--- src/rtl/ctrl_decode_pipe.sv ---
// Instruction decoder with a one-entry output register, valid/ready handshake and a
// fixed-latency mult/div wait. Optional perf counters: define CTRL_DECODE_PIPE_PERF_EN.
module ctrl_decode_pipe #(
    parameter int MD_CYCLES = 17,
    parameter int INSN_W    = 32
) (
    input  logic              clock,
    input  logic              reset_n,
    input  logic              flush,
    input  logic              in_valid,
    input  logic [INSN_W-1:0] in_insn,
    output logic              in_ready,
    output logic              out_valid,
    input  logic              out_ready,
    output logic [14:0]       out_ctrl,
    output logic [4:0]        out_wreg,
    output logic              md_busy,
    output logic [31:0]       perf_retired,
    output logic [31:0]       perf_stall
);

    localparam logic [4:0] OP_R    = 5'b00000;
    localparam logic [4:0] OP_J    = 5'b00001;
    localparam logic [4:0] OP_BNE  = 5'b00010;
    localparam logic [4:0] OP_JAL  = 5'b00011;
    localparam logic [4:0] OP_JR   = 5'b00100;
    localparam logic [4:0] OP_ADDI = 5'b00101;
    localparam logic [4:0] OP_BLT  = 5'b00110;
    localparam logic [4:0] OP_SW   = 5'b00111;
    localparam logic [4:0] OP_LW   = 5'b01000;
    localparam logic [4:0] OP_SETX = 5'b10101;
    localparam logic [4:0] OP_BEX  = 5'b10110;

    localparam logic [4:0] ALU_MULT = 5'b00110;
    localparam logic [4:0] ALU_DIV  = 5'b00111;

    localparam int C_RWE     = 0;
    localparam int C_RD_SRC  = 1;
    localparam int C_ALU_INB = 2;
    localparam int C_DMWE    = 3;
    localparam int C_LW      = 4;
    localparam int C_JAL     = 5;
    localparam int C_BNE     = 6;
    localparam int C_BLT     = 7;
    localparam int C_BEX     = 8;
    localparam int C_JUMP    = 9;
    localparam int C_JR      = 10;
    localparam int C_SETX    = 11;
    localparam int C_MULT    = 12;
    localparam int C_DIV     = 13;
    localparam int C_ILLEGAL = 14;

    localparam logic [7:0] MD_CNT_INIT = 8'(MD_CYCLES - 1);

    typedef enum logic [1:0] {
        ST_IDLE   = 2'd0,
        ST_HOLD   = 2'd1,
        ST_MDWAIT = 2'd2
    } state_t;

    state_t      state_reg;
    logic [7:0]  cnt_reg;
    logic        out_valid_reg;
    logic        md_busy_reg;
    logic [14:0] out_ctrl_reg;
    logic [4:0]  out_wreg_reg;

    logic [4:0]  opcode;
    logic [4:0]  rd;
    logic [4:0]  aluop;
    logic [14:0] dec_ctrl;
    logic [4:0]  dec_wreg;
    logic        dec_is_md;
    logic        accept;

    // Only the opcode, rd and aluop fields are decoded; the rest are don't-care.
    logic unused_insn_bits;
    assign unused_insn_bits = ^in_insn;

    assign opcode = in_insn[31:27];
    assign rd     = in_insn[26:22];
    assign aluop  = in_insn[6:2];

    always_comb begin
        dec_ctrl = '0;
        unique case (opcode)
            OP_R: begin
                dec_ctrl[C_RWE]  = 1'b1;
                dec_ctrl[C_MULT] = (aluop == ALU_MULT);
                dec_ctrl[C_DIV]  = (aluop == ALU_DIV);
            end
            OP_J: begin
                dec_ctrl[C_JUMP] = 1'b1;
            end
            OP_BNE: begin
                dec_ctrl[C_RD_SRC] = 1'b1;
                dec_ctrl[C_BNE]    = 1'b1;
            end
            OP_JAL: begin
                dec_ctrl[C_RWE]  = 1'b1;
                dec_ctrl[C_JAL]  = 1'b1;
                dec_ctrl[C_JUMP] = 1'b1;
            end
            OP_JR: begin
                dec_ctrl[C_RD_SRC] = 1'b1;
                dec_ctrl[C_JR]     = 1'b1;
            end
            OP_ADDI: begin
                dec_ctrl[C_RWE]     = 1'b1;
                dec_ctrl[C_ALU_INB] = 1'b1;
            end
            OP_BLT: begin
                dec_ctrl[C_RD_SRC] = 1'b1;
                dec_ctrl[C_BLT]    = 1'b1;
            end
            OP_SW: begin
                dec_ctrl[C_RD_SRC]  = 1'b1;
                dec_ctrl[C_ALU_INB] = 1'b1;
                dec_ctrl[C_DMWE]    = 1'b1;
            end
            OP_LW: begin
                dec_ctrl[C_RWE]     = 1'b1;
                dec_ctrl[C_ALU_INB] = 1'b1;
                dec_ctrl[C_LW]      = 1'b1;
            end
            OP_SETX: begin
                dec_ctrl[C_RWE]  = 1'b1;
                dec_ctrl[C_SETX] = 1'b1;
            end
            OP_BEX: begin
                dec_ctrl[C_BEX] = 1'b1;
            end
            default: begin
                dec_ctrl[C_ILLEGAL] = 1'b1;
            end
        endcase
    end

    // jal and setx write fixed link/status registers; non-writers report r0.
    always_comb begin
        dec_wreg = 5'd0;
        if (dec_ctrl[C_RWE]) begin
            if (dec_ctrl[C_JAL])
                dec_wreg = 5'd31;
            else if (dec_ctrl[C_SETX])
                dec_wreg = 5'd30;
            else
                dec_wreg = rd;
        end
    end

    assign dec_is_md = dec_ctrl[C_MULT] | dec_ctrl[C_DIV];

    assign in_ready = !flush && ((state_reg == ST_IDLE) ||
                                 ((state_reg == ST_HOLD) && out_ready));
    assign accept   = in_valid && in_ready;

    always_ff @(posedge clock or negedge reset_n) begin
        if (!reset_n) begin
            state_reg     <= ST_IDLE;
            cnt_reg       <= 8'd0;
            out_valid_reg <= 1'b0;
            md_busy_reg   <= 1'b0;
            out_ctrl_reg  <= '0;
            out_wreg_reg  <= '0;
        end else if (flush) begin
            state_reg     <= ST_IDLE;
            cnt_reg       <= 8'd0;
            out_valid_reg <= 1'b0;
            md_busy_reg   <= 1'b0;
        end else begin
            unique case (state_reg)
                ST_IDLE, ST_HOLD: begin
                    if (accept) begin
                        // The decoded word is captured now and exposed once the wait ends.
                        out_ctrl_reg <= dec_ctrl;
                        out_wreg_reg <= dec_wreg;
                        if (dec_is_md) begin
                            state_reg     <= ST_MDWAIT;
                            cnt_reg       <= MD_CNT_INIT;
                            out_valid_reg <= 1'b0;
                            md_busy_reg   <= 1'b1;
                        end else begin
                            state_reg     <= ST_HOLD;
                            out_valid_reg <= 1'b1;
                            md_busy_reg   <= 1'b0;
                        end
                    end else if ((state_reg == ST_HOLD) && out_ready) begin
                        state_reg     <= ST_IDLE;
                        out_valid_reg <= 1'b0;
                    end
                end
                ST_MDWAIT: begin
                    if (cnt_reg == 8'd0) begin
                        state_reg     <= ST_HOLD;
                        out_valid_reg <= 1'b1;
                        md_busy_reg   <= 1'b0;
                    end else begin
                        cnt_reg <= cnt_reg - 8'd1;
                    end
                end
                default: begin
                    state_reg     <= ST_IDLE;
                    cnt_reg       <= 8'd0;
                    out_valid_reg <= 1'b0;
                    md_busy_reg   <= 1'b0;
                end
            endcase
        end
    end

    assign out_valid = out_valid_reg;
    assign md_busy   = md_busy_reg;
    assign out_ctrl  = out_ctrl_reg;
    assign out_wreg  = out_wreg_reg;

`ifdef CTRL_DECODE_PIPE_PERF_EN
    logic [1:0]  perf_event;
    logic [31:0] perf_cnt_reg [2];

    assign perf_event[0] = out_valid_reg && out_ready;
    assign perf_event[1] = in_valid && !in_ready;

    // Free-running counters; they wrap naturally and only reset clears them.
    for (genvar gi = 0; gi < 2; gi++) begin : g_perf
        always_ff @(posedge clock or negedge reset_n) begin
            if (!reset_n)
                perf_cnt_reg[gi] <= 32'd0;
            else if (perf_event[gi])
                perf_cnt_reg[gi] <= perf_cnt_reg[gi] + 32'd1;
        end
    end

    assign perf_retired = perf_cnt_reg[0];
    assign perf_stall   = perf_cnt_reg[1];
`else
    assign perf_retired = 32'd0;
    assign perf_stall   = 32'd0;
`endif

endmodule

--- config.mk ---
export PLATFORM = sky130hd
export DESIGN_NAME = ctrl_decode_pipe
export DESIGN_NICKNAME = d
export VERILOG_FILES = /design/src/rtl/ctrl_decode_pipe.sv
export SDC_FILE = /design/constraint.sdc
export NUM_CORES = 1
export LEC_CHECK = 0
export ABC_AREA = 1
export BUFFER_PORTS_ARGS = -buffer_cell sky130_fd_sc_hd__buf_2
export CORE_UTILIZATION = 40
export CTS_CLUSTER_DIAMETER = 30
export DETAILED_ROUTE_END_ITERATION = 16
export PLACE_DENSITY = 0.74
export SLEW_MARGIN = 20
export SYNTH_ARGS = -nofsm -noshare
export SYNTH_HDL_FRONTEND = slang
export SYNTH_SLANG_ARGS = --single-unit
--- constraint.sdc ---
create_clock -name clock -period 1.8 [get_ports clock]
set_input_delay 0.27 -clock clock [delete_from_list [all_inputs] [get_ports clock]]
set_output_delay 0.27 -clock clock [all_outputs]
set_load 0.02 [all_outputs]
### Yosys cells after proc, flatten, opt, wreduce, memory -nomap -nowiden

Index checks and enable logic that the tools add are counted.

| storage, ports and cells | value |
|---|---|
| bits in registers | 32 |
| bits in latches | 0 |
| memory bits (writable) | 0 |
| memory bits (read-only) | 0 |
| bits of input ports | 37 |
| output and inout port bits | 87 |
| logic and storage cells | 85 |
| memories kept | 0 |

| cells by class | value |
|---|---|
| $add $sub $neg | 1 |
| multipliers | 0 |
| divide/modulo/power cells | 0 |
| $lt $le $gt $ge | 0 |
| eq/ne operators | 19 |
| shift operators | 0 |
| multiplexer cells | 39 |
| bitwise logic cells | 2 |
| reduce and logical (&&, ||, !) cells | 18 |

Operators with widths:

| kind | number |
|---|---|
| 8-bit two-way mux | 4 |
| 5-bit by 3-bit equality test with 1-bit output, second input constant | 6 |
| 1-bit two-way mux | 22 |
| 8-bit case mux with 2 select lines | 1 |
| 5-bit two-way mux | 3 |
| 2-bit two-way mux | 6 |
| 3-bit != test, second input constant | 4 |
| 11-bit OR reduction | 1 |
| 5-bit by 2-bit equality test with 1-bit output, second input constant | 2 |
| 5-bit equality test, second input constant | 2 |
| 8-bit logical NOT | 1 |
| 8-bit by 1-bit subtractor with 8-bit output, second input constant | 1 |
| 3-bit AND reduction | 2 |
| 5-bit by 1-bit equality test with 1-bit output, second input constant | 1 |
| 5-bit by 4-bit equality test with 1-bit output, second input constant | 1 |
| 5-bit logical NOT | 1 |
| 5-bit OR reduction | 1 |
| 4-bit != test, second input constant | 1 |
| 1-bit case mux with 2 select lines | 2 |
| 2-bit case mux with 2 select lines | 1 |
| 2-bit AND reduction | 2 |
| 2-bit OR reduction | 2 |
| 4-bit OR reduction | 1 |
| 1-bit logical AND | 3 |
| other kinds (8) | 8 |

### Depth between registers and ports, before layout

Gate-level depths: netlist of the first run.

| logic depth | value |
|---|---|
| depth in word-level cells | 8 |
| depth in mapped cells | 10 |
| depth with buffers taken out | 10 |

### Worst setup path after synthesis of the first run

Ideal clock, no wire load.

| timing path | value |
|---|---|
| kind | register to register |
| start point | register state_reg[0] |
| end point | register out_ctrl_reg[9], in the netlist out_ctrl[9] |
| library setup time | 0.095 ns |
| arrival | 1.256 ns |
| required time | 1.705 ns |
| setup slack | 0.448 ns |
| stages on the path, launching flop included | 7 |
| path buffers | 1 |
| period minus slack after synthesis | 1.352 ns |
| cell sequence | dfrtp_1 > nand2_1 > nand2_2 > inv_2 > nand2_2 > buf_2 > o31ai_1 |

| on the way | value |
|---|---|
| cells in the longest elaborated chain, start to end | 6 |
| elaborated cells between the ends (all ways) | 8 |
| classes of those cells | eq/ne (1); reduce/logical (7) |

Ends and longest elaborated chain:

| item | RTL line | text |
|---|---|---|
| start, declared | 61 | `state_t state_reg;` |
| start signal, assigned | 160 | `state_reg <= ST_IDLE;` |
| start signal, assigned | 167 | `state_reg <= ST_IDLE;` |
| start signal, assigned | 179 | `state_reg <= ST_MDWAIT;` |
| 2-bit by 1-bit equality test with 1-bit output | 155 | `((state_reg == ST_HOLD) && out_ready));` |
| 1-bit logical AND | 155 |  |
| 1-bit logical OR (*) | 154 | `assign in_ready = !flush && ((state_reg == ST_IDLE) \|\|` |
| 1-bit logical AND (*) | 154 |  |
| via in_ready | 12 | `output logic in_ready,` |
| 1-bit logical AND (*) | 156 | `assign accept = in_valid && in_ready;` |
| 3-bit AND reduction (no source line) (*) | n/a |  |
| end signal, assigned | 176 | `out_ctrl_reg <= dec_ctrl;` |
| end, declared | 65 | `logic [14:0] out_ctrl_reg;` |

Mark *: on every way through the listed nets, which the timed path passes. The rest lies on a longest branch.
A chain may end at the register's enable or synchronous reset.

### Worst setup path after layout of the first run

| timing path | value |
|---|---|
| start point | register state_reg[1] |
| end point | output port in_ready |

| on the way | value |
|---|---|
| cells in the longest elaborated chain, start to end | 4 |
| elaborated cells between the ends (all ways) | 5 |
| classes of those cells | eq/ne (1); reduce/logical (4) |

Ends and longest elaborated chain:

| item | RTL line |
|---|---|
| 2-bit by 1-bit equality test with 1-bit output | 155 |
| 1-bit logical AND | 155 |
| 1-bit logical OR (*) | 154 |
| 1-bit logical AND (*) | 154 |
| end, declared | 12 |

Every way passes the cells marked *; elsewhere a longest branch is shown, timed or not.

==> impl_metrics.toml, run 1 <==
[place]
gp_congestion = 0.867
hpwl_um = 3100
place_ws_ns = 0.318
port_buffers = 42

[synthesis]
synthFlopType = "dfrtp_1"
ys.warnings.count = 0
synth-async-reset-ratio_pct = 100
syn_inst = 290
avgSynthCellArea_um2 = 7.62
syn_area_mm2 = 0.00221
netlist-cell-type-count = 28
synth_seq_cells = 31
synth-edff-count = 0
ys_seq_area_share_pct = 35.1

[power]
p_leak_nw = 1.41
power_frac_comb_pct = 22.3
powerDensity_mw_per_mm2 = 704
peakVddDrop_v = 0.000386
p_sw_uw = 563
pwr-share-clk_pct = 32.0
finalPower_mw = 1.65
power.internal_mw = 1.08
p_sw_share_pct = 34.2
p_seq_share_pct = 45.7

[clocking]
htreeDepth = 2
root_buffer = "clkbuf_8"
ctsResizeCount = 0
cts_hold_buffers = 0
cts_setup_buffers = 0
cts_num_sinks = 31
clockBufferDepth = 2
clkTransAtPathRegs_ns = 0.06
cts_tree = "built"
cts_buffers = 5
insertion_delay_ns = 0.28

[drt]
vias_per_cell = 4.18
wl_met3_um = 192
wirelength_um = 4000
wl_per_cell_um = 9.80
drc = 0
wl_met1_um = 1880
dr.pass1.iters = 4
wl_met2_um = 1880
drt_iter0_markers = 78
top_layer_used = "met4"
vias = 1707
drtAntennaViolNets = 0

[layout]
num-fill-cells = 549
final_core_util_pct = 45.0
nNetsFinal = 376
n_antenna_cell = 0
area_growth_syn_to_layout_pct = 6.01
largest_reg_flops = 15
drive_above_1_share_pct = 19.8

[setup_path]
cp.required_ns = 1.53
worstPathCellList = "nor2_8 > nand2_2 > inv_2 > buf_2"
cp-end-kind = "primary output"
r2r_start = "cnt_reg[0]"
critPathArrivalTime_ns = 1.23
worstSetupStartpointType = "flip-flop"
slowest_delay_ns = 0.46
slowest_stage = "dfrtp_1"
crit_start = "state_reg[1]"
crit_path_max_fanout = 4
critical_path_class = "reg2out"
r2r_cells = 10

[sta]
relSlewSlack_pct = 54.3
setup_violations = 0
finClkSkew_ns = 0.00507
setup_tns_ns = 0
hold_viol = 0
rsz0062_at_grt = "no"
max_freq_mhz = 667
worstMarginPinSlew_ns = 0.686
setup_ws_ns = 0.301
period_needed_ns = 1.50
final.period_utilization_pct = 83.3
drv_slew = 0

[global_routing]
grt_max_degree = 32
grt_pass1_wl_um = 6610
grt_pass1_vias = 1492
grt_antenna_before_repair = 0
grt_overflow = 0
gr-usage-all-layers_pct = 13.9

[run_status]
status = "finished clean"

[flow_run]
cap_viol_max_count = 0

[floorplanning]
dieArea_mm2 = 0.00582
rows = 26
die_h_um = 76.3
start_util_pct = 42.4
ios = 124
fp.coreArea_mm2 = 0.00520
die_x_um = 76.3

[hold_path]
min_path_type = "in2async"
metrics by stage:
step	cell area [um^2]	cells	hold slack, ns
2_1_floorplan	2440	353	-0.0256
3_3_place_gp	2260	400	0.364
3_5_place_dp	2260	400	0.359
4_1_cts	2340	408	0.0568
5_1_grt	2340	408	0.0982
6_report	2340	408	0.0274
cells in the mapped netlist, types with 2 or more instances:
cell / number / area, um^2
nor2_8: 4 / 80.1
buf_2: 2 / 10.0
inv_4: 2 / 12.5
inv_2: 3 / 11.3
dfrtp_1: 31 / 776
o21ai_1: 5 / 25.0
ha_1: 2 / 25.0
nand2_2: 2 / 12.5
o22ai_1: 2 / 12.5
inv_1: 22 / 82.6
nor2_1: 26 / 97.6
nand4_1: 2 / 12.5
o21ai_0: 9 / 45.0
nand3_1: 19 / 95.1
o21a_1: 2 / 15.0
buf_4: 64 / 480
o31ai_1: 3 / 22.5
nand2_1: 79 / 297
nand2_4: 2 / 22.5
power groups by stage:
stage	clock network, mW	logic (mW)	registers (mW)
2_1_floorplan	0	0.335	0.805
3_3_place_gp	0	0.362	0.766
3_5_place_dp	0	0.367	0.764
4_1_cts	0.545	0.368	0.752
5_1_grt	0.576	0.404	0.757
6_report	0.528	0.368	0.752
cell usage in the layout, fill, tap and decap left out:
cell / instances
clkbuf_1: 1
ha_1: 2
inv_4: 2
nand4_1: 2
clkinv_2: 1
o22ai_1: 2
inv_1: 22
nor2_1: 26
buf_4: 2
o21a_1: 2
buf_2: 42
o21ai_0: 9
conb_1: 64
clkinvlp_4: 1
nand2_1: 79
nand3_1: 19
or2_1: 1
a21boi_0: 1
nand2_2: 2
a21oi_1: 1
nor2_2: 1
clkbuf_8: 5
nand2_4: 2
nor2_4: 1
o31ai_1: 3
nor2_8: 4
dfrtp_1: 31
a21oi_4: 1
nor4_1: 1
inv_2: 3
o21ai_1: 5
cell type report:
cell class	count	area (um^2)	share of cell area, %
Clock buffer	6	72.6	3.10
Multi-Input combinational cell	228	1060	45.3
Inverter	27	106	4.54
Clock inverter	2	12.5	0.534
Timing Repair Buffer	44	225	9.62
Tap cell	70	87.6	3.74
Sequential cell	31	776	33.1
path summary, 6_finish.rpt:
check	slack (ns)	end
max	0.30	in_ready
min	0.03	cnt_reg[7]
max reg2reg	0.31	cnt_reg[4]
min reg2reg	0.48	out_ctrl[14]
max in group asynchronous	1.33	cnt_reg[2]
min in group clock	0.19	out_ctrl[12]
cell families (layout without fill, tap and decap cells):
family	Yosys count	count (layout)	synth area share, %
AOI/OAI and AO/OA	24	24	6.74
adders and majority gates	2	2	1.13
buffers and inverters	94	79	27.5
DFF	31	31	35.1
other	1	64	0.170
and+or+nand+nor	138	138	29.3
routing by layer:
metal / vias up / GRT usage [%]
met5: - / 0
met2: 59 / 22.0
met3: 5 / 3.47
met1: 776 / 18.6
met4: 0 / 4.62
li1: 867 / -
critical path: cells and delay by family, from the launching register on:
kind / cells / cell delay [ns]
buf+inv: 2 / 0.23
simple gates: 2 / 0.27
flops: 1 / 0.46
Note: power is estimated with default switching activity, not from simulation.
==> run 2: changes to the inputs <==
==> constraint.sdc (replaced) <==
create_clock -name clock -period 1.5 [get_ports clock]
set_input_delay 0.225 -clock clock [delete_from_list [all_inputs] [get_ports clock]]
set_output_delay 0.225 -clock clock [all_outputs]
set_load 0.02 [all_outputs]
==> run 2 against run 1 <==
Effect of this change: clock power up 22%; sequential share of layout area down 1.1 points; critical path depth unchanged; utilization up 1.6 points; routed wire length up 5.4%; critical path type unchanged; largest cell class unchanged; highest routed layer unchanged.
==> impl_metrics.toml, run 2 (synthesis results as in run 1) <==
[run_status]
status = "finished clean"

[clocking]
root_buffer = "clkbuf_8"
clockBufferDepth = 2
cts_buffers = 5
cts_num_sinks = 31
cts_setup_buffers = 0
htreeDepth = 2
clkTransAtPathRegs_ns = 0.07
cts_tree = "built"
insertion_delay_ns = 0.29

[setup_path]
worstPathCellList = "nor2_8 > nand2_2 > inv_2 > buf_2"
critPathTopFamily = "flip-flops"
crit_path_max_fanout = 4
crit_buf_inv = 2
critPathArrivalTime_ns = 1.21
worstSetupStartpointType = "flip-flop"
r2r_start = "cnt_reg[0]"
crit_start = "state_reg[1]"
cp-end-kind = "primary output"
cp.required_ns = 1.27
slowest_delay_ns = 0.45
critical_path_class = "reg2out"
slowest_stage = "dfrtp_2"

[floorplanning]
fp.coreArea_mm2 = 0.00520
dieArea_mm2 = 0.00582
die_x_um = 76.3
start_util_pct = 42.4
die_h_um = 76.3
ios = 124
rows = 26

[global_routing]
grt_max_degree = 32
grt_pass1_wl_um = 7070
grt_antenna_before_repair = 0
gr-usage-all-layers_pct = 15.3
grt_overflow = 0
grt_pass1_vias = 1580

[sta]
hold_viol = 0
rsz0062_at_grt = "yes"
drv_slew = 0
period_needed_ns = 1.44
setup_tns_ns = 0
max_freq_mhz = 697
finClkSkew_ns = 0.00833
setup_violations = 0
setup_ws_ns = 0.0649
final.period_utilization_pct = 95.7

[hold_path]
min_path_type = "in2reg"
hp-start = "in_insn[2]"

[layout]
fin_area_mm2 = 0.00242
final_cell_mix = "78 x nand2_1, 64 x conb_1, 42 x buf_2, 30 x dfrtp_1, 24 x nor2_1"
largest_reg_flops = 15
n_antenna_cell = 0
final_common_cell = "nand2_1"
drive_above_1_share_pct = 23.1
nNetsFinal = 384
area_growth_syn_to_layout_pct = 9.80

[drt]
drt_iter0_markers = 87
wl_per_cell_um = 10.1
wirelength_um = 4220
vias = 1766
vias_per_cell = 4.25
drc = 0
dr.pass1.iters = 4
drtAntennaViolNets = 0

[place]
placed_area_mm2 = 0.00231
hpwl_um = 3270
place_ws_ns = -0.0110
port_buffers = 42
gp_congestion = 0.823

[power]
powerDensity_mw_per_mm2 = 825
p_leak_nw = 1.45
peakVddDrop_v = 0.000388

[flow_run]
cap_viol_max_count = 0
run 2: cell count changes in the layout (fill, tap and decap cells not counted), sizes merged:
| cell | delta |
|---|---|
| buf | +7 |
| dlygate4sd3 | +1 |
run 2: cell type report:
cell class	count	area, um^2
clock inverters	2	12.5
fillers	531	2780
clock buffers	6	72.6
repair buffers	52	288
multi-input cells	228	1080
inverters	27	106
flip-flops and latches	31	777
well taps	70	87.6
run 2: stage by stage:
step	utilization (%)	std cells	hold slack [ns]	total power, mW
finish	46.6	416	0.148	2.00
global route	46.6	416	0.148	2.10
CTS	46.2	416	0.148	2.02
detailed placement	44.4	407	0.271	1.37
global placement	44.4	407	0.270	1.36
floorplan	-	353	-0.0706	1.37
run 2: path summary, 6_finish.rpt:
check                                     to  slack, ns  depth (start not counted)
max in group asynchronous       state_reg[1]       0.71                          3
worst min-delay path            out_ctrl[12]       0.15                          2
min in group asynchronous       out_ctrl[12]       0.48                          3
worst min register to register    cnt_reg[1]       0.48                          2
worst max-delay path                in_ready       0.06                          4
worst max register to register  state_reg[0]       0.11                         10
run 2: worst register-to-register path, delay by kind of cell, from the launching register on:
family        cells  cell delay [ns]
fa+ha+maj         1             0.13
simple gates      8             0.73
buf+inv           1             0.07
flops             1             0.41
run 2: power breakdown:
group | leakage, nW | internal (mW) | switching [mW] | total [mW]
registers | 0.416 | 0.878 | 0.0248 | 0.903
clock network | 0.0412 | 0.324 | 0.318 | 0.642
logic | 0.989 | 0.110 | 0.347 | 0.458
total | 1.45 | 1.31 | 0.690 | 2.00
run 2: per-layer routing:
metal  track usage [%]  wire, um
met5                 0         0
met3              4.43       344
met1              18.5      1760
met4              6.35        44
met2              25.2      2070
run 2: what timing repair did:
| item | in CTS | in global routing |
|---|---|---|
| gates resized for setup | 1 | 7 |
| setup endpoints to repair | 1 | 11 |
| endpoints found under the hold margin | 31 | 0 |
| pin swaps | 0 | 5 |
| hold buffers | 1 | 0 |
==> run 3: changes to the inputs <==
--- a/config.mk
+++ b/config.mk
@@ -10,7 +10,7 @@
 export CORE_UTILIZATION = 40
 export CTS_CLUSTER_DIAMETER = 30
 export DETAILED_ROUTE_END_ITERATION = 16
-export PLACE_DENSITY = 0.74
+export PLACE_DENSITY = 0.71
 export SLEW_MARGIN = 20
 export SYNTH_ARGS = -nofsm -noshare
 export SYNTH_HDL_FRONTEND = slang
==> run 3 against run 2 <==
Effect of this change: critical path depth did not move; first-iteration DRC count fell by 38%; count of clock-buffer cells in the layout did not move; sequential power barely moved; critical endpoint unchanged; critical path type unchanged; via count rose by 1.8%; largest power group is now the clock network.
==> impl_metrics.toml, run 3 (synthesis results as in run 1) <==
[run_status]
status = "finished clean"

[setup_path]
worstPathCellList = "nor2_8 > nand2_2 > inv_2 > buf_4"
slowest_stage = "dfrtp_2"
cp.required_ns = 1.27
worstSetupStartpointType = "flip-flop"
path_depth = 4
cp-end-kind = "primary output"
critical_path_class = "reg2out"
slowest_delay_ns = 0.45
critPathArrivalTime_ns = 1.19
crit_path_max_fanout = 4
r2r_cells = 8
critPathTopFamily = "flip-flops"
crit_buf_inv = 2

[global_routing]
grt_pass1_wl_um = 7040
grt_overflow = 0
grt_pass1_vias = 1624
grt_antenna_before_repair = 0
use_met1_pct = 17.6
busiest_layer = "met2"
gr-usage-all-layers_pct = 15.1
grt_max_degree = 32
use_met2_pct = 25.8
use_met3_pct = 4.91

[place]
gp_congestion = 0.837
placed_area_mm2 = 0.00233
post-place-cells = 408
port_buffers = 42
hpwl_um = 3220

[drt]
vias = 1797
wl_per_cell_um = 10.0
drt_iter0_markers = 54
drc = 0
wirelength_um = 4190
vias_per_cell = 4.30
drtAntennaViolNets = 0
dr.pass1.iters = 4

[floorplanning]
die_h_um = 76.3
rows = 26
start_util_pct = 42.4
ios = 124
dieArea_mm2 = 0.00582
die_x_um = 76.3
fp.coreArea_mm2 = 0.00520

[sta]
rsz0062_at_grt = "yes"
period_needed_ns = 1.42
drv_slew = 0
max_freq_mhz = 705
hold_slack_ns = 0.162
finClkSkew_ns = 0.00530
setup_violations = 0
hold_viol = 0
final.period_utilization_pct = 94.5

[clocking]
cts_tree = "built"
htreeDepth = 2
cts_buffers = 5
root_buffer = "clkbuf_8"
cts_num_sinks = 31
clkTransAtPathRegs_ns = 0.07
clockBufferDepth = 2
insertion_delay_ns = 0.28

[layout]
nNetsFinal = 386
multi_input_area_mm2 = 0.00108
fin_area_mm2 = 0.00250
final_common_cell = "nand2_1"
final_cell_mix = "77 x nand2_1, 64 x conb_1, 41 x buf_2, 30 x dfrtp_1, 24 x nor2_1"
n_antenna_cell = 0
instances_no_fill = 418
final_core_util_pct = 48.0
register_area_um2 = 777
area_growth_syn_to_layout_pct = 13.1
drive_above_1_share_pct = 23.9
num-fill-cells = 527
largest_reg_flops = 15

[power]
powerDensity_mw_per_mm2 = 937
p_leak_nw = 1.49
finalPower_mw = 2.34
peakVddDrop_v = 0.000485

[flow_run]
cap_viol_max_count = 0

[hold_path]
hold_depth = 2
min_path_type = "in2reg"
run 3: cell types whose count changed in the layout (fill, tap and decap cells not counted), sizes merged:
cell      before  now
clkinv         1    0
buf           51   53
clkinvlp       1    0
bufinv         0    2
run 3: metrics by stage:
step / TNS (ns) / setup WS [ns]
CTS: 0 / 0.0292
detailed placement: 0 / 0.0522
global route: -0.00540 / -0.00486
finish: 0 / 0.0825
global placement: 0 / 0.0600
floorplan: 0 / 0.148
run 3: area by class of cell:
class                      instances  area share (%)
inverter                          27            4.26
multi-input combinational        228            43.1
timing repair buffer              54            12.7
sequential                        31            31.1
clock buffer                       6            2.91
tap                               70            3.51
clock inverter                     2            2.40
run 3: repair_timing:
| action | in CTS | in global routing |
|---|---|---|
| hold endpoints to repair | 31 | 0 |
| hold buffers | 1 | 0 |
| endpoints found under the setup margin | 0 | 13 |
| resized for setup | 0 | 8 |
| buffers inserted | 0 | 1 |
run 3: where the power goes:
group / internal [mW] / switching, mW
Combinational: 0.112 / 0.343
Clock: 0.664 / 0.316
Sequential: 0.878 / 0.0260
run 3: path summary, 6_finish.rpt:
path | slack, ns | start | to
max in group asynchronous | 0.71 | reset_n | state_reg[1]
worst min-delay path | 0.16 | in_insn[2] | out_ctrl[12]
worst max register to register | 0.10 | state_reg[1] | cnt_reg[2]
worst max-delay path | 0.08 | state_reg[1] | in_ready
worst min register to register | 0.48 | out_ctrl[14] | out_ctrl[14]
min in group asynchronous | 0.49 | reset_n | cnt_reg[5]
run 3: routing by layer:
metal,vias up,share of wire (%)
met4,0,1.5
met5,-,0
met3,7,6.8
met1,838,43
li1,883,-
met2,69,48
run 3: worst register-to-register path, delay by kind of cell, from the launching register on:
family | cells | cell delay (ns)
and+or+nand+nor | 8 | 0.84
DFF | 1 | 0.45
